`src/rtl/hdsiso_pkg.sv`:
```
// hdsiso_pkg: shared definitions for the hdsiso8 SISO phase sequencer.
//   - FSM state encodings.
//   - Johnson-code helpers, written over a fixed maximum width (JW_MAX) with the
//     real width passed as an argument. Callers zero-extend their JW-bit code
//     into jcode_t and keep only the low bits of the result.
package hdsiso_pkg;

  localparam logic [1:0] ST_IDLE = 2'd0;
  localparam logic [1:0] ST_RUN  = 2'd1;
  localparam logic [1:0] ST_STOP = 2'd2;

  // Widest Johnson counter the helpers handle; phase index must cover 2*JW_MAX.
  localparam int JW_MAX = 8;
  localparam int PH_MAX = 4;

  typedef logic [JW_MAX-1:0] jcode_t;
  typedef logic [PH_MAX-1:0] phase_t;

  // Ones in the low jw bits.
  function automatic jcode_t jmask(input int jw);
    jcode_t ones;
    ones = '1;
    return ~(ones << jw);
  endfunction

  // Bit jw-1 of the code.
  function automatic logic jmsb(input jcode_t q, input int jw);
    jcode_t t;
    t = q >> (jw - 1);
    return t[0];
  endfunction

  // Shift left, feeding back the inverted MSB at the LSB.
  function automatic jcode_t johnson_next(input jcode_t q, input int jw);
    logic fb;
    fb = ~jmsb(q, jw);
    return ((q << 1) | jcode_t'(fb)) & jmask(jw);
  endfunction

  // A legal Johnson code has at most one place where adjacent bits differ
  // (0..01..1 or 1..10..0) and nothing set above bit jw-1.
  function automatic logic johnson_legal(input jcode_t q, input int jw);
    jcode_t t;
    t = (q ^ (q >> 1)) & (jmask(jw) >> 1);
    return ((t & (t - jcode_t'(1))) == '0) && ((q & ~jmask(jw)) == '0);
  endfunction

  // Phase index: the count of ones on the filling half, 2*jw minus it on the
  // draining half (MSB set). Only meaningful for legal codes.
  function automatic phase_t johnson_to_phase(input jcode_t q, input int jw);
    int cnt;
    cnt = 0;
    for (int i = 0; i < JW_MAX; i++) cnt += int'(q[i]);
    return jmsb(q, jw) ? phase_t'(2 * jw - cnt) : phase_t'(cnt);
  endfunction

endpackage

```
`src/rtl/johnson_counter.sv`:
```
// johnson_counter: JW-bit Johnson counter with illegal-code recovery.
//   CLK    in   clock
//   RESET  in   async active-low reset
//   ADV    in   advance one phase this cycle
//   Q      out  JW  current code
//   WRAP   out  advancing from the last code back to all-zero this cycle
// An illegal code is cleared on the next edge whether or not ADV is high.
module johnson_counter
  import hdsiso_pkg::*;
#(
  parameter int JW = 4
) (
  input  logic          CLK,
  input  logic          RESET,
  input  logic          ADV,
  output logic [JW-1:0] Q,
  output logic          WRAP
);

  localparam logic [JW-1:0] LAST = {1'b1, {(JW-1){1'b0}}};

  logic [JW-1:0] q;
  jcode_t        qx, nx;
  logic          legal;
  logic          unused_nx;

  assign qx    = jcode_t'(q);
  assign nx    = johnson_next(qx, JW);
  assign legal = johnson_legal(qx, JW);
  // Bits above JW are always zero; fold them so the full result is referenced.
  assign unused_nx = ^nx;

  always_ff @(posedge CLK or negedge RESET) begin
    if (!RESET)      q <= '0;
    else if (!legal) q <= '0;
    else if (ADV)    q <= nx[JW-1:0];
  end

  assign Q    = q;
  assign WRAP = ADV & legal & (q == LAST);

endmodule

```
`src/rtl/siso_phase_ctrl.sv`:
```
// siso_phase_ctrl: phase sequencer for the latch-based SISO shift register.
// One Johnson lap (2*JW clocks) fires every stage enable once, last stage first,
// shifting the register by one bit. Laps are never truncated.
//   CLK         in   clock
//   RESET       in   async active-low reset
//   ENABLE      in   run request (level)
//   FLUSH       in   clear request (level); wins over ENABLE
//   JOHNSON     out  JW      Johnson state
//   PULSES      out  STAGES  registered one-hot stage enables, zero when idle
//   DIN_STROBE  out  stage 0 enable (SISO_in captured)
//   BIT_TICK    out  one cycle after each completed lap
//   DOUT_VALID  out  FILL == STAGES
//   BUSY        out  RUN or STOPPING
//   FILL        out  FILL_W  valid bits held, saturates at STAGES
// JW must be 2..JW_MAX; 2^FILL_W must exceed 2*JW.
module siso_phase_ctrl
  import hdsiso_pkg::*;
#(
  parameter int JW     = 4,
  parameter int FILL_W = 4
) (
  input  logic                CLK,
  input  logic                RESET,
  input  logic                ENABLE,
  input  logic                FLUSH,
  output logic [JW-1:0]       JOHNSON,
  output logic [2*JW-1:0]     PULSES,
  output logic                DIN_STROBE,
  output logic                BIT_TICK,
  output logic                DOUT_VALID,
  output logic                BUSY,
  output logic [FILL_W-1:0]   FILL
);

  localparam int STAGES = 2 * JW;
  localparam int PH_W   = $clog2(STAGES);
  localparam logic [FILL_W-1:0] STAGES_F = FILL_W'(STAGES);

  logic [1:0]        state, state_d;
  logic              busy, wrap, j_legal, lap_done, flush_pend;
  phase_t            ph_full;
  logic [PH_W-1:0]   phase;
  logic [STAGES-1:0] pulses_d;
  logic [FILL_W-1:0] fill_d;
  logic              unused_ph;

  assign busy = (state == ST_RUN) || (state == ST_STOP);

  johnson_counter #(.JW(JW)) u_jc (
    .CLK   (CLK),
    .RESET (RESET),
    .ADV   (busy),
    .Q     (JOHNSON),
    .WRAP  (wrap)
  );

  assign j_legal   = johnson_legal(jcode_t'(JOHNSON), JW);
  assign ph_full   = johnson_to_phase(jcode_t'(JOHNSON), JW);
  assign phase     = ph_full[PH_W-1:0];
  assign unused_ph = ^ph_full;

  // Stage for phase p is STAGES-1-p. An illegal code gets no pulse; the
  // counter clears it on the same edge.
  always_comb begin
    pulses_d = '0;
    for (int i = 0; i < STAGES; i++)
      pulses_d[i] = busy && j_legal && (phase == PH_W'(STAGES - 1 - i));
  end

  // Stage 0 fires in the last phase, so its pulse marks the lap just finished.
  assign lap_done = PULSES[0];

  always_comb begin
    state_d = state;
    case (state)
      ST_IDLE: if (ENABLE && !FLUSH) state_d = ST_RUN;
      // On the wrap edge the lap is already whole, so stop straight to IDLE.
      ST_RUN:  if (!ENABLE || FLUSH) state_d = wrap ? ST_IDLE : ST_STOP;
      ST_STOP: if (wrap) state_d = ST_IDLE;
      default: state_d = ST_IDLE;
    endcase
  end

  // A FLUSH seen mid-lap is remembered so the lap's completion clears instead
  // of incrementing, even if FLUSH has dropped by then.
  always_comb begin
    fill_d = FILL;
    if (lap_done) begin
      if (FLUSH || flush_pend) fill_d = '0;
      else if (FILL != STAGES_F) fill_d = FILL + FILL_W'(1);
    end else if (state == ST_IDLE && FLUSH) begin
      fill_d = '0;
    end
  end

  always_ff @(posedge CLK or negedge RESET) begin
    if (!RESET) begin
      state      <= ST_IDLE;
      PULSES     <= '0;
      FILL       <= '0;
      DOUT_VALID <= 1'b0;
      BIT_TICK   <= 1'b0;
      flush_pend <= 1'b0;
    end else begin
      state      <= state_d;
      PULSES     <= pulses_d;
      FILL       <= fill_d;
      DOUT_VALID <= (fill_d == STAGES_F);
      BIT_TICK   <= lap_done;
      if (lap_done)          flush_pend <= 1'b0;
      else if (busy && FLUSH) flush_pend <= 1'b1;
    end
  end

  assign BUSY       = busy;
  assign DIN_STROBE = PULSES[0];

endmodule

```
`config.mk`:
```
export PLATFORM = sky130hd
export DESIGN_NAME = siso_phase_ctrl
export DESIGN_NICKNAME = d
export VERILOG_FILES = /design/src/rtl/hdsiso_pkg.sv /design/src/rtl/johnson_counter.sv /design/src/rtl/siso_phase_ctrl.sv
export SDC_FILE = /design/constraint.sdc
export NUM_CORES = 1
export LEC_CHECK = 0
export CORE_MARGIN = 5
export CORE_UTILIZATION = 46
export CTS_BUF_LIST = sky130_fd_sc_hd__clkbuf_8 sky130_fd_sc_hd__clkbuf_16
export CTS_CLUSTER_DIAMETER = 80
export DETAILED_ROUTE_END_ITERATION = 12
export PLACE_DENSITY = 0.71
export SYNTH_ARGS = -nofsm -noshare
export SYNTH_HDL_FRONTEND = slang
export SYNTH_HIERARCHICAL = 1
export SYNTH_SLANG_ARGS = --single-unit
```
`constraint.sdc`:
```
create_clock -name CLK -period 6.1 [get_ports CLK]
set_input_delay 1.22 -clock CLK [delete_from_list [all_inputs] [get_ports CLK]]
set_output_delay 1.22 -clock CLK [all_outputs]
set_load 0.02 [all_outputs]
```
### Word-level counts from Yosys, hierarchy flattened

Cells that the tools add are included.

* logic and storage cells: 71
* bits in registers: 21
* input port bits: 4

* muxes and demuxes: 14
* add/sub/neg operators: 6
* eq/ne operators: 16
* reduce and logical (&&, ||, !) cells: 22
* bitwise gates (word level): 6

Operators by type and width (number)
* 4-bit two-way mux: 6
* 3-bit == test, second input constant: 4
* 1-bit logical AND: 12
* 3-bit by 8-bit AND with 8-bit output: 1
* 4-bit == test, second input constant: 2
* 8-bit logical NOT: 1
* 2-bit two-way mux: 4
* 3-bit by 2-bit == test with 1-bit output, second input constant: 2
* 2-bit != test, second input constant: 3
* 2-bit case mux with 3 select lines: 1
* 4-bit by 1-bit adder with 4-bit output, second input constant: 1
* 4-bit != test, second input constant: 1
* 4-bit by 1-bit OR with 4-bit output: 1
* 3-bit by 1-bit subtractor with 4-bit output, second input constant: 1
* 2-bit by 1-bit adder with 3-bit output: 1
* 3-bit by 1-bit adder with 3-bit output: 1
* 3-bit by 1-bit == test with 1-bit output, second input constant: 1
* 3-bit logical NOT: 1
* 1-bit logical OR: 3
* 3-bit two-way mux: 1
* 3-bit AND reduction: 1
* 1-bit by 3-bit subtractor with 3-bit output, first input constant: 1
* 3-bit bitwise XOR: 1
* 1-bit by 1-bit adder with 2-bit output: 1
* other kinds (9): 12

### Logic depth before layout (Yosys ltp)

Gate-level depths: netlist of run 1.

* depth after elaboration: 9
* gate-level depth with buffers: 8

### Hierarchy

Netlist of run 1, hierarchy kept.

By module, submodules not included
* siso_phase_ctrl: instances 1, cells each 93, area an instance 1051.0 um^2
* johnson_counter: instances 1, cells each 25, area an instance 250.2 um^2

### Least setup slack after synthesis of run 1

Ideal clock, no wire load.

* kind: register to register
* from: register u_jc.q[1] (netlist: u_jc/Q[1])
* to: register PULSES[0]
* library setup time: 0.080 ns
* arrival time: 2.238 ns
* cell stages (with the launch flop): 7
* path slack: 3.782 ns
* period minus slack after synthesis: 2.318 ns
* buffers on the path: 0
* data required time: 6.020 ns
* cell sequence: dfrtp_1 > fa_1 > ha_1 > nand2b_1 > mux2i_1 > a21oi_1 > nor3b_2

* longest elaborated chain between the ends: 7

RTL lines
* start, declared: line johnson_counter.sv:22 `logic [JW-1:0] q;`
* start signal, assigned: line johnson_counter.sv:36 `else if (ADV) q <= nx[JW-1:0];`
* 1-bit by 1-bit adder with 2-bit output: line hdsiso_pkg.sv:53 `for (int i = 0; i < JW_MAX; i++) cnt += int'(q[i]);`
* 2-bit by 1-bit adder with 3-bit output: line hdsiso_pkg.sv:53
* 3-bit by 1-bit adder with 3-bit output: line hdsiso_pkg.sv:53
* 1-bit by 3-bit subtractor with 3-bit output: line hdsiso_pkg.sv:54 `return jmsb(q, jw) ? phase_t'(2 * jw - cnt) : phase_t'(cnt);`
* 3-bit two-way mux: line hdsiso_pkg.sv:54
* 3-bit == test: line siso_phase_ctrl.sv:67 `pulses_d[i] = busy && j_legal && (phase == PH_W'(STAGES - 1 - i));`
* 1-bit logical AND *: line siso_phase_ctrl.sv:67
* net pulses_d[0]: line siso_phase_ctrl.sv:43 `logic [STAGES-1:0] pulses_d;`
* end signal, assigned: line siso_phase_ctrl.sv:106 `PULSES <= pulses_d;`
* end, declared: line siso_phase_ctrl.sv:27 `output logic [2*JW-1:0] PULSES,`

The timed path passes the listed nets; every way through them passes the cells marked *.
A chain may end at the register's enable or synchronous reset.

### Final worst setup path of run 1

* from: register state[0]
* to: output port BUSY

* longest elaborated chain between the ends: 2

RTL lines
* start, declared: line siso_phase_ctrl.sv:39 `logic [1:0] state, state_d;`
* start signal, assigned: line siso_phase_ctrl.sv:105 `state <= state_d;`
* 2-bit by 1-bit == test with 1-bit output / 2-bit == test (equally long branches): line siso_phase_ctrl.sv:47 `assign busy = (state == ST_RUN) || (state == ST_STOP);`
* 1-bit logical OR *: line siso_phase_ctrl.sv:47
* end, declared: line siso_phase_ctrl.sv:31 `output logic BUSY,`

Mark *: on every way between the ends. The rest lies on a longest branch, timed or not.

==> run metrics, run 1 <==
Initial DRC Count=a little under 60; Reg area=around 530 um2; CTS buffer count=3; met2 routed WL=~1200 um; gpl congestion=0.700; layout cell share with drive strength beyond 1=between 10% and 20%; synthesized instance count=roughly 120; post-synth top area share=40.4%; area grow syn2layout=21.9%; Root Driver=clkbuf_8; total number of vias=930; largest cells by area after synthesis=dfrtp_1 (40%), ha_1 (12%), mux2i_1 (4.6%), nor2_1 (3.2%), inv_1 (2.9%); Antenna diodes=0; CTS HTree Levels=1; Initial Util=47.6%; crit path max fanout=12; number of global-route vias before repair=959; cell taking the most area after synthesis=dfrtp_1; Vias/cell=between 5 and 6; Num Clock Sinks=21; path depth of the worst reg2reg path=6; DRT Wirelength=roughly 2400 um; top_reg_cell synth=dfrtp_1; Port Buffers=23; fill cell count=233; VDD IR-drop max=0.332 mV; Total GRT Usage=approximately an eighth; clock skew=0.000770 ns; Die Span X=between 60 and 70 um; Post-synth EDFFs=0; Netlist cell types=40; PostCTS Resize Cnt=0; Final Hold Slack=around 0.48 ns; # IOs=24; CTS max path bufs=2; max_cap viols=0; wire per inst=13.7 um; met1 wire length=987 um; mean post-synth cell area=11.0 um2; R2R Path End=PULSES[1]; post-route minimum period=3.16 ns; sequential area share after synthesis=40.4%; first-pass iteration count of the detailed router=3; Worst Path Arrival=1.94 ns; Mapped Area=0.00130 mm2; CTS tree=yes; Hold Path Class=reg2reg; Leakage Power=between 0.7 and 0.8 nW; Setup Fix Bufs, Post-CTS=0; reg-to-reg slack, setup=~3.5 ns; Crit path required time=4.88 ns; Final Max Slew Viols=0; clk_lat worst skew=0.25 ns; clock edge transition at the registers on the reported setup and hold paths=0.07 ns; FP Rows=19; first-pass GRT wire length=about 4200 um; pin count of the biggest net entering global routing=22; CTS Hold Bufs=0; Final period util=51.9%; grt ovf=0; Slew HR=40.0%; Setup TNS=0 ns; DRC viols=0; HP Start=PULSES[0]; Worst Hold Path EP=BIT_TICK; syn nets=around 140; unrepaired setup endpoints after global routing=no; Die H=~63 um; synthesized flop and latch total=21; final setup violation count=0; Layout Nets=159; YS warnings=6; initial antenna violation count=0; R2R Path Start=u_jc/Q[3]; antenna-violating nets left=0; pwr/cell area=507 mW/mm2; dpl hpwl=1840 um; most common cell after layout, fill and taps aside=clkdlybuf4s50_1; die area=0.00399 mm2; number of placed instances, taps included=roughly 170; f_max=316 MHz; DR top layer=met4; Slew @ Worst Pin=approximately 0.9 ns; status=completed; Core Area=0.00273 mm2; critical path type=reg2out; Fin. Hold Viols=0; commonest non-fill, non-tap cells in the layout=clkdlybuf4s50_1 (23), dfrtp_1 (21), ha_1 (12); ys async rst share=100%; met3 WL post-DR=92 um; final instance count without filler cells=roughly 170; CP endpoint kind=primary output; area of the multi-input gates=slightly above 700 um2; hold depth=0; Setup crit start kind=register
cells by family after synthesis:
group	Yosys count	synth area share, %
compound gates	20	12.7
xor+xnor	4	2.69
fa+ha+maj	14	13.9
buf+inv	14	5.19
flops	21	40.4
mux	8	6.35
simple gates	37	18.7
layout make-up:
class | count | share of cell area [%]
multi-input combinational | 83 | 44.6
sequential | 21 | 33.1
timing repair buffer | 23 | 14.5
clock buffer | 3 | 2.60
tap | 31 | 2.44
inverter | 10 | 2.37
clock inverter | 1 | 0.315
how the worst max path moves through the flow:
stage,slack (ns),depth (start not counted),start,to
2_1_floorplan,3.78,6,u_jc/Q[1],PULSES[0]
3_3_place_gp,3.27,3,state[0],BUSY
3_5_place_dp,3.22,3,state[0],BUSY
4_1_cts,2.93,3,state[0],BUSY
5_1_grt,2.85,3,state[0],BUSY
6_report,2.94,3,state[0],BUSY
report_power, final:
| group | switching [W] | internal (W) | leakage (nW) | total (W) |
|---|---|---|---|---|
| Clock | 0.0000426 | 0.0000454 | 0.0255 | 0.0000880 |
| Sequential | 0.0000441 | 0.000169 | 0.279 | 0.000213 |
| Combinational | 0.000275 | 0.000227 | 0.405 | 0.000503 |
| Total | 0.000362 | 0.000441 | 0.709 | 0.000804 |
worst max-delay path: stages, from the launching register on:
cell	delay [ns]
dfrtp_1	0.38
inv_1	0.09
ha_1	0.54
clkdlybuf4s50_1	0.69
cells in the mapped netlist, types with 2 or more instances:
library cell,instances
ha_1,12
nor3b_2,3
nand3_1,4
xnor2_1,3
nand2_1,5
nor2_1,11
mux2_2,2
dfrtp_1,21
buf_4,4
nand2b_1,2
a21oi_1,6
inv_1,10
nand3b_1,2
mux2i_1,6
a22o_1,2
metal layers:
layer / track usage [%] / vias to the layer above
met5: 0 / -
met2: 22.8 / 14
met4: 6.23 / 0
met3: 1.78 / 2
li1: - / 453
met1: 14.5 / 461
state kept, by name, indices dropped and copies added (netlist names):
signal and cells:
u_jc/Q 4, DOUT_VALID 1, FILL 4, state 2, flush_pend 1, PULSES 8
BIT_TICK 1
through the flow:
stage          area (um2)  worst slack [ns]  power, W  util [%]
2_1_floorplan        1300              3.78  0.000608         -
3_3_place_gp         1540              3.27  0.000699      56.3
3_5_place_dp         1540              3.22  0.000720      56.3
4_1_cts              1590              2.93  0.000810      58.0
5_1_grt              1590              2.85  0.000860      58.0
6_report             1590              2.94  0.000804      58.0
Note: power is estimated with default switching activity, not from simulation.
==> run 2, diff against run 1 <==
==> constraint.sdc (replaced) <==
create_clock -name CLK -period 3.1 [get_ports CLK]
set_input_delay 0.62 -clock CLK [delete_from_list [all_inputs] [get_ports CLK]]
set_output_delay 0.62 -clock CLK [all_outputs]
set_load 0.02 [all_outputs]
==> run metrics, run 2 (synthesis results as in run 1) <==
status=completed; most common cell after layout, fill and taps aside=clkdlybuf4s50_1; Port Buffers=23 (unchanged); layout cell share with drive strength beyond 1=13.5% (unchanged); Top reg by flops=PULSES; Hold Path Class=reg2reg; unrepaired setup endpoints after global routing=no; max reg flops=8 (unchanged); Initial DRC Count=42 (-29%); die area=0.00399 mm2 (unchanged); Slew HR=39.6% (-0.37 points); worst stage delay on the critical path=0.69 ns (about the same); wire per inst=14.1 um (+3.0%); Switching Fraction=45.2% (+0.14 points); Worst Path Arrival=1.97 ns (+0.03 ns); CTS tree=yes; number of placed instances, taps included=168 (unchanged); CTS HTree Levels=1 (unchanged); worst path cell trace=inv_1 > ha_1 > clkdlybuf4s50_1; VDD IR-drop max=0.884 mV (+170%); DRC viols=0 (unchanged); final instance count without filler cells=172 (unchanged); Initial Util=47.6% (unchanged); setup ws final=0.509 ns (-2.43 ns); Final Max Slew Viols=0 (unchanged); number of global-route vias before repair=943 (-1.7%); met2 routed WL=1300 um (+4.9%); f_max=roughly 390 MHz; CTS Hold Bufs=0 (unchanged); Total GRT Usage=12.9% (+0.25 points); antenna-violating nets left=0 (unchanged); grt ovf=0 (unchanged); initial antenna violation count=0 (unchanged); CP endpoint kind=primary output; Crit path required time=2.48 ns (-2.40 ns); Die H=63.2 um (unchanged); met1 wire length=1000 um (+1.4%); gpl congestion=0.776 (+11%); PostCTS Resize Cnt=0 (unchanged); Core Area=0.00273 mm2 (unchanged); first-pass GRT wire length=4330 um (+3.8%); Layout Nets=159 (unchanged); pwr/cell area=1000 mW/mm2 (+97%); CTS max path bufs=2 (unchanged); slowest CP cell=clkdlybuf4s50_1; pin count of the biggest net entering global routing=22 (unchanged); FP Rows=19 (unchanged); Critical Path Source=state[0]; Core Util, Final=58.0% (unchanged); Antenna diodes=0 (unchanged); CTS buffer count=3 (unchanged); DP Area=0.00154 mm2 (unchanged); Slew @ Worst Pin=0.903 ns (+0.00556 ns); Setup crit start kind=register; max_cap viols=0 (unchanged); Vias/cell=5.44 (+0.65%); dpl hpwl=1860 um (+0.78%); clock network power share=10.9% (about the same); DRT Wirelength=2420 um (+3.0%); Crit path max-delay family=buffers and inverters; clock skew=0.00219 ns (+0.00142 ns); HP Start=PULSES[0]; part of the power in combinational logic=62.8% (+0.3 points); Fin. Hold Viols=0 (unchanged); Sw Pwr=0.000717 W (+98%); Root Driver=clkbuf_8; Setup TNS=0 ns (unchanged); pre-CTS setup slack=0.562 ns (-2.65 ns); critical path type=reg2out; worst path bufs/invs=2 (unchanged); R2R Path Start=u_jc/Q[3]; # IOs=24 (unchanged); Final period util=83.6%; first-pass iteration count of the detailed router=4 (+1); DR top layer=met4; Die Span X=63.2 um (unchanged); Leakage Power=0.709 nW (unchanged); clk_lat worst skew=0.25 ns (about the same); P_int=0.000870 W (+97%); Setup Fix Bufs, Post-CTS=0 (unchanged); post-route minimum period=2.59 ns; total number of vias=936 (+0.65%); commonest non-fill, non-tap cells in the layout=clkdlybuf4s50_1 (23), dfrtp_1 (21), ha_1 (12); Num Clock Sinks=21 (unchanged); Flop pwr share=26.3% (-0.2 points); final setup violation count=0 (unchanged); met3 WL post-DR=91 um (-1.1%); crit path max fanout=12 (unchanged); final non-filler cell area=0.00159 mm2 (unchanged); clock edge transition at the registers on the reported setup and hold paths=0.07 ns (about the same); area grow syn2layout=21.9% (unchanged)
## run 2: cell counts in the layout (fill, tap and decap cells not counted)
Identical to the previous run, type by type.
## run 2: area by class of cell
class	instances	area, um2
fill	239	1150
multi-input combinational	83	708
sequential	21	526
timing repair buffer	23	230
clock buffer	3	41.3
tap	31	38.8
inverter	10	37.5
clock inverter	1	5.00
## run 2: path summary, 6_finish.rpt
| kind | to | slack, ns | cells past startpoint |
|---|---|---|---|
| worst min register to register | BIT_TICK | 0.49 | 0 |
| max in group asynchronous | BIT_TICK | 1.68 | 1 |
| worst max-delay path | BUSY | 0.51 | 3 |
| worst min-delay path | BIT_TICK | 0.49 | 0 |
| worst max register to register | PULSES[0] | 0.56 | 6 |
| min in group asynchronous | u_jc/Q[2] | 0.87 | 1 |
## run 2: per-layer routing
metal | vias to the layer above | track usage (%)
met5 | - | 0
met4 | 0 | 5.45
met3 | 2 | 1.24
met2 | 22 | 23.3
met1 | 457 | 15.5
li1 | 455 | -
## run 2: power groups by stage
stage	Clock (W)	Sequential [W]	Combinational (W)
detailed placement	0	0.000424	0.000998
CTS	0.000178	0.000419	0.00101
floorplan	0	0.000445	0.000752
finish	0.000173	0.000418	0.000996
global placement	0	0.000419	0.000958
global route	0.000187	0.000431	0.00109
## run 2: metrics by stage
stage,hold WS (ns),power (W)
3_5_place_dp,0.475,0.00142
5_1_grt,0.515,0.00171
2_1_floorplan,0.324,0.00120
4_1_cts,0.496,0.00160
6_report,0.486,0.00159
3_3_place_gp,0.451,0.00138
==> run 3, diff against run 2 <==
--- a/config.mk
+++ b/config.mk
@@ -10,7 +10,7 @@
 export CTS_BUF_LIST = sky130_fd_sc_hd__clkbuf_8 sky130_fd_sc_hd__clkbuf_16
 export CTS_CLUSTER_DIAMETER = 80
 export DETAILED_ROUTE_END_ITERATION = 12
-export PLACE_DENSITY = 0.71
+export PLACE_DENSITY = 0.73
 export SYNTH_ARGS = -nofsm -noshare
 export SYNTH_HDL_FRONTEND = slang
 export SYNTH_HIERARCHICAL = 1
==> constraint.sdc (replaced) <==
create_clock -name CLK -period 2.23 [get_ports CLK]
set_input_delay 0.446 -clock CLK [delete_from_list [all_inputs] [get_ports CLK]]
set_output_delay 0.446 -clock CLK [all_outputs]
set_load 0.02 [all_outputs]
==> run metrics, run 3 (synthesis results as in run 1) <==
reg-to-reg slack, setup=0.09 ns (-0.47 ns); area grow syn2layout=27.1%; VDD IR-drop max=1.22 mV (+38%); Core Util, Final=60.5% (+2.5 points); Slew HR=75.5% (+36 points); status=completed; max reg flops=8 (unchanged); path depth of the worst reg2reg path=6 (unchanged); part of the power in combinational logic=67.3% (+4.5 points); wire per inst=14.6 um (+3.4%); Leakage Power=0.750 nW (+5.7%); CP endpoint kind=register; Antenna diodes=0 (unchanged); Switching Fraction=44.5% (-0.73 points); Worst Path Arrival=2.32 ns (+0.35 ns); antenna-violating nets left=0 (unchanged); most common cell after layout, fill and taps aside=clkdlybuf4s50_1; Initial DRC Count=27 (-36%); CTS tree=yes; hold depth=0 (unchanged); Vias/cell=5.39 (-1.0%); Root Driver=clkbuf_8; P_int=0.00130 W (+50%); crit path max fanout=4 (-8); R2R Path Start=u_jc/Q[1]; HP Start=PULSES[0]; Setup TNS=0 ns (unchanged); initial antenna violation count=0 (unchanged); Core Area=0.00273 mm2 (unchanged); first-pass GRT wire length=4690 um (+8.5%); Die Span X=63.2 um (unchanged); Slew @ Worst Pin=0.366 ns (-0.536 ns); FP Rows=19 (unchanged); DP Area=0.00160 mm2 (+3.6%); clock network power share=10.7% (-0.2 points); Final period util=a little over nine tenths; Top Usage Layer GRT=met2; DRT Wirelength=2610 um (+7.6%); final non-filler cell area=0.00165 mm2 (+4.3%); clock skew=0.00901 ns (+0.00682 ns); gpl congestion=0.765 (-1.4%); clk_lat worst skew=0.27 ns (+0.02 ns); R2R Path End=PULSES[1]; Initial Util=47.6% (unchanged); Critical Path Source=u_jc/Q[1]; Power, Total=0.00235 W (+48%); CTS buffer count=3 (unchanged); total number of vias=964 (+3.0%); final setup violation count=0 (unchanged); Setup Fix Bufs, Post-CTS=0 (unchanged); CTS Hold Bufs=0 (unchanged); Setup crit start kind=register; Worst Hold Path EP=BIT_TICK; final instance count without filler cells=179 (+4.1%); clock edge transition at the registers on the reported setup and hold paths=0.08 ns (about the same); CTS max path bufs=2 (unchanged); GR Util met2=25.6% (+2.3 points); unrepaired setup endpoints after global routing=no; Total GRT Usage=14.8% (+1.9 points); die area=0.00399 mm2 (unchanged); Final Max Slew Viols=0 (unchanged); DRC viols=0 (unchanged); post-route minimum period=2.14 ns; pin count of the biggest net entering global routing=22 (unchanged); critical path type=reg2reg; Fin. Hold Viols=0 (unchanged); CTS HTree Levels=1 (unchanged); number of global-route vias before repair=1026 (+8.8%); Port Buffers=23 (unchanged); max_cap viols=0 (unchanged); pwr/cell area=1420 mW/mm2 (+42%); Die H=63.2 um (unchanged); met3 GRT Util=3.02% (+1.8 points); dpl hpwl=2000 um (+8.0%); layout cell share with drive strength beyond 1=20.3% (+6.8 points); Top reg by flops=PULSES; number of placed instances, taps included=175 (+4.2%); Flop pwr share=22.0% (-4.3 points); Sw Pwr=0.00104 W (+46%); first-pass iteration count of the detailed router=4 (unchanged); f_max=~470 MHz; Layout Nets=166 (+4.4%); Hold Path Class=reg2reg; grt ovf=0 (unchanged); Crit path required time=2.42 ns (-0.06 ns); # IOs=24 (unchanged); commonest non-fill, non-tap cells in the layout=clkdlybuf4s50_1 (22), dfrtp_1 (19), nor2_1 (11), ha_1 (11), inv_1 (10); GRT met1 Usage=17.0% (+1.5 points); Num Clock Sinks=21 (unchanged)
==> run 3: worst max-delay path by stage <==
stage	endpoint	slack, ns	depth (start not counted)
after global routing	PULSES[2]	0.02	7
after floorplan	PULSES[0]	0.002	6
after global placement	state[0]	0.16	8
after CTS	BUSY	0.05	3
after detailed placement	PULSES[1]	0.11	6
final	PULSES[1]	0.09	6
==> run 3: routing by layer <==
layer	up-vias	wire length (um)
li1	472	-
met1	468	1120
met2	19	1320
met3	5	96
met4	0	67
met5	-	0
==> run 3: per-stage QoR <==
stage | worst slack (ns) | hold slack (ns)
final | 0.0914 | 0.478
after global routing | 0.0162 | 0.489
after CTS | 0.0511 | 0.476
after detailed placement | 0.113 | 0.469
after global placement | 0.157 | 0.454
after floorplan | 0.00246 | 0.150
==> run 3: layout make-up <==
cell class | instances | area, um2
fillers | 227 | 1080
multi-input cells | 83 | 714
flip-flops and latches | 21 | 528
repair buffers | 30 | 289
clock buffers | 3 | 41.3
well taps | 31 | 38.8
inverters | 10 | 37.5
clock inverters | 1 | 5.00
==> run 3: worst max-delay path, stage by stage, from the launching register on <==
cell and delay [ns]:
dfrtp_2 0.43, fa_1 0.52, ha_1 0.34, nand2b_1 0.18, mux2i_1 0.14, a21oi_2 0.23, nor3b_2 0.22
==> run 3: timing repair <==
action,CTS,global route
hold endpoints to repair,0,0
setup endpoints to repair,0,4
gates resized for setup,0,4
==> run 3: power groups by stage <==
stage / sequential, W / clock [W] / combinational, W
CTS: 0.000518 / 0.000258 / 0.00158
floorplan: 0.000622 / 0 / 0.00105
global route: 0.000531 / 0.000279 / 0.00173
global placement: 0.000518 / 0 / 0.00151
finish: 0.000517 / 0.000250 / 0.00158
detailed placement: 0.000525 / 0 / 0.00157
==> RTL change, RTL diff (flow settings as in run 2) <==
`JW` is set to 4 in 2 places; all go to 2.
--- a/src/rtl/johnson_counter.sv
+++ b/src/rtl/johnson_counter.sv
@@ -10,3 +10,3 @@
 #(
-  parameter int JW = 4
+  parameter int JW = 2
 ) (
--- a/src/rtl/siso_phase_ctrl.sv
+++ b/src/rtl/siso_phase_ctrl.sv
@@ -18,3 +18,3 @@
 #(
-  parameter int JW     = 4,
+  parameter int JW     = 2,
   parameter int FILL_W = 4
Ports: changed (resized JOHNSON and PULSES); port bits go from 24 to 18. The function was not compared with the original's and may differ.
==> RTL change against run 2 <==
Power shrank 37%; fmax grew 4.9%; setup slack gained 0.12 ns; sequential cell count shrank 6; highest routed layer unchanged; synthesized area shrank 42%; final cell count shrank 42%; cell area shrank 38%; clock power shrank 13%; first-iteration DRC count shrank 83%; combinational power shrank 48%; routed wire length shrank 45%; worst hold slack lost 0.0032 ns; register-to-register slack gained 0.69 ns.
==> RTL change: results (changes against run 2) <==
largest net degree at the start of global routing=16 (-27%); worst r2r dst=state[0]; DR vias/cell=5.15 (-5.3%); CP startpoint=state[0]; synth warn=6 (unchanged); placed instance area=933 um2 (-39%); Crit Path Max Fanout=9 (-3); Buffers on Ports=17 (-26%); Mapped Nets=74 (-45%); Largest regs=FILL x4, PULSES x4; Worst-Margin Slew=0.647 ns (-0.256 ns); CTS Buf Count=3 (unchanged); initial antenna violation count=0 (unchanged); total track usage=12.3% (-0.66 points); CP top delay family=buffers and inverters; post-CTS setup buffers=0 (unchanged); Reg2Reg Depth=6 (unchanged); CTS Buffer Depth=2 (unchanged); register area share after synthesis=49.5% (+9.1 points); post-CTS sizing=0 (unchanged); Nets=94 (-41%); Primary FF master, synth=dfrtp_1; library cells used by synthesis=25 (-38%); Setup Skew=0.00306 ns (+0.000863 ns); Hold/Removal Path Class=reg -> reg; Initial DRT Pass Iterations=4 (unchanged); htree depth=1 (unchanged); reg2reg setup slack=1.25 ns (+0.69 ns); Leak=0.464 nW (-35%); Clock Latency Late Sink=0.24 ns; n_diodes=0 (unchanged); number of global-route vias before repair=552 (-41%); first-pass GRT wire length=2440 um (-44%); layout cells sized above 1=15.7% (+2.2 points); Initial DRC Count=7 (-83%); CP arrival=1.85 ns (-0.12 ns); status=finished clean; top cells by count, synth=dfrtp_1 (15), ha_1 (6), inv_1 (6); Async S/R FF share, synth=100% (unchanged); DRT Wirelength=1340 um (-45%); CP peak stage delay=0.68 ns; ranking of synthesized cells by area=dfrtp_1 (50%), ha_1 (9.9%), mux2_4 (4.0%); CTS root buffer=clkbuf_8; Setup crit end=BUSY; Peak VDD IR=0.000541 V (-39%); placer congestion estimate=0.792 (+2.1%); dpl hpwl=1030 um (-45%); slowest CP cell=clkdlybuf4s50_1; Clock Pin Slew Worst Setup and Hold Paths=0.06 ns
## RTL change: cell count changes in the layout (fill, tap and decap cells not counted), moves of 3 or more
cell                    run 2  this run
a21oi_1                     6         3
clkdlybuf4s50_1            23        17
dfrtp_1                    21        15
ha_1                       12         6
inv_1                      10         7
mux2i_1                     6         2
nand3_1                     4         0
nor2_1                     11         2
xnor2_1                     3         0
## RTL change: area by class of cell
class                           instances  area [um2]
Clock buffer                            3        41.3
Clock inverter                          1        3.75
Fill cell                             129         563
Inverter                                6        22.5
Multi-Input combinational cell         41         345
Sequential cell                        15         375
Tap cell                               16        20.0
Timing Repair Buffer                   17         170
## RTL change: cell families (layout without fill, tap and decap cells)
kind of cell | Yosys count | in the layout | share of synthesized area [%]
adder cells (fa/ha/maj) | 6 | 6 | 9.90
buffers and inverters | 8 | 27 | 4.95
AO/OA/AOI/OAI | 12 | 12 | 11.6
multiplexers | 5 | 5 | 8.09
AND/OR/NAND/NOR | 18 | 18 | 16.0
flip-flops | 15 | 15 | 49.5
## RTL change: through the flow
| stage | std cells | total power [mW] | setup slack, ns | utilization (%) |
|---|---|---|---|---|
| floorplan | 64 | 0.666 | 1.31 | - |
| global placement | 95 | 0.838 | 0.909 | 60.6 |
| detailed placement | 95 | 0.850 | 0.892 | 60.6 |
| CTS | 99 | 1.00 | 0.617 | 63.5 |
| global route | 99 | 1.07 | 0.550 | 63.5 |
| finish | 99 | 0.995 | 0.629 | 63.5 |
## RTL change: worst min path at each step
stage,startpoint,end,slack [ns],depth (start not counted)
after detailed placement,PULSES[0],BIT_TICK,0.47,0
after floorplan,RESET,BIT_TICK,0.32,0
final,PULSES[0],BIT_TICK,0.48,0
after global routing,PULSES[0],BIT_TICK,0.53,0
after global placement,PULSES[0],BIT_TICK,0.47,0
after CTS,PULSES[0],BIT_TICK,0.48,0
## RTL change: worst register-to-register path, delay by kind of cell, from the launching register on
kind | cells | cell delay [ns]
and+or+nand+nor | 1 | 0.24
buffers and inverters | 2 | 0.15
AOI/OAI and AO/OA | 1 | 0.16
DFF | 1 | 0.37
adders and majority gates | 1 | 0.47
muxes | 1 | 0.34
## RTL change: per-layer routing
layer / up-vias / share of wire [%] / GRT usage (%)
li1: 254 / - / -
met1: 243 / 49 / 17.0
met2: 11 / 43 / 16.7
met3: 2 / 7.0 / 4.14
met4: 0 / 0.89 / 6.38
met5: - / 0 / 0
## RTL change: power by group
| group | internal, mW | switching [mW] |
|---|---|---|
| Clock | 0.0874 | 0.0623 |
| Sequential | 0.267 | 0.0619 |
| Combinational | 0.260 | 0.256 |
| Total | 0.615 | 0.381 |
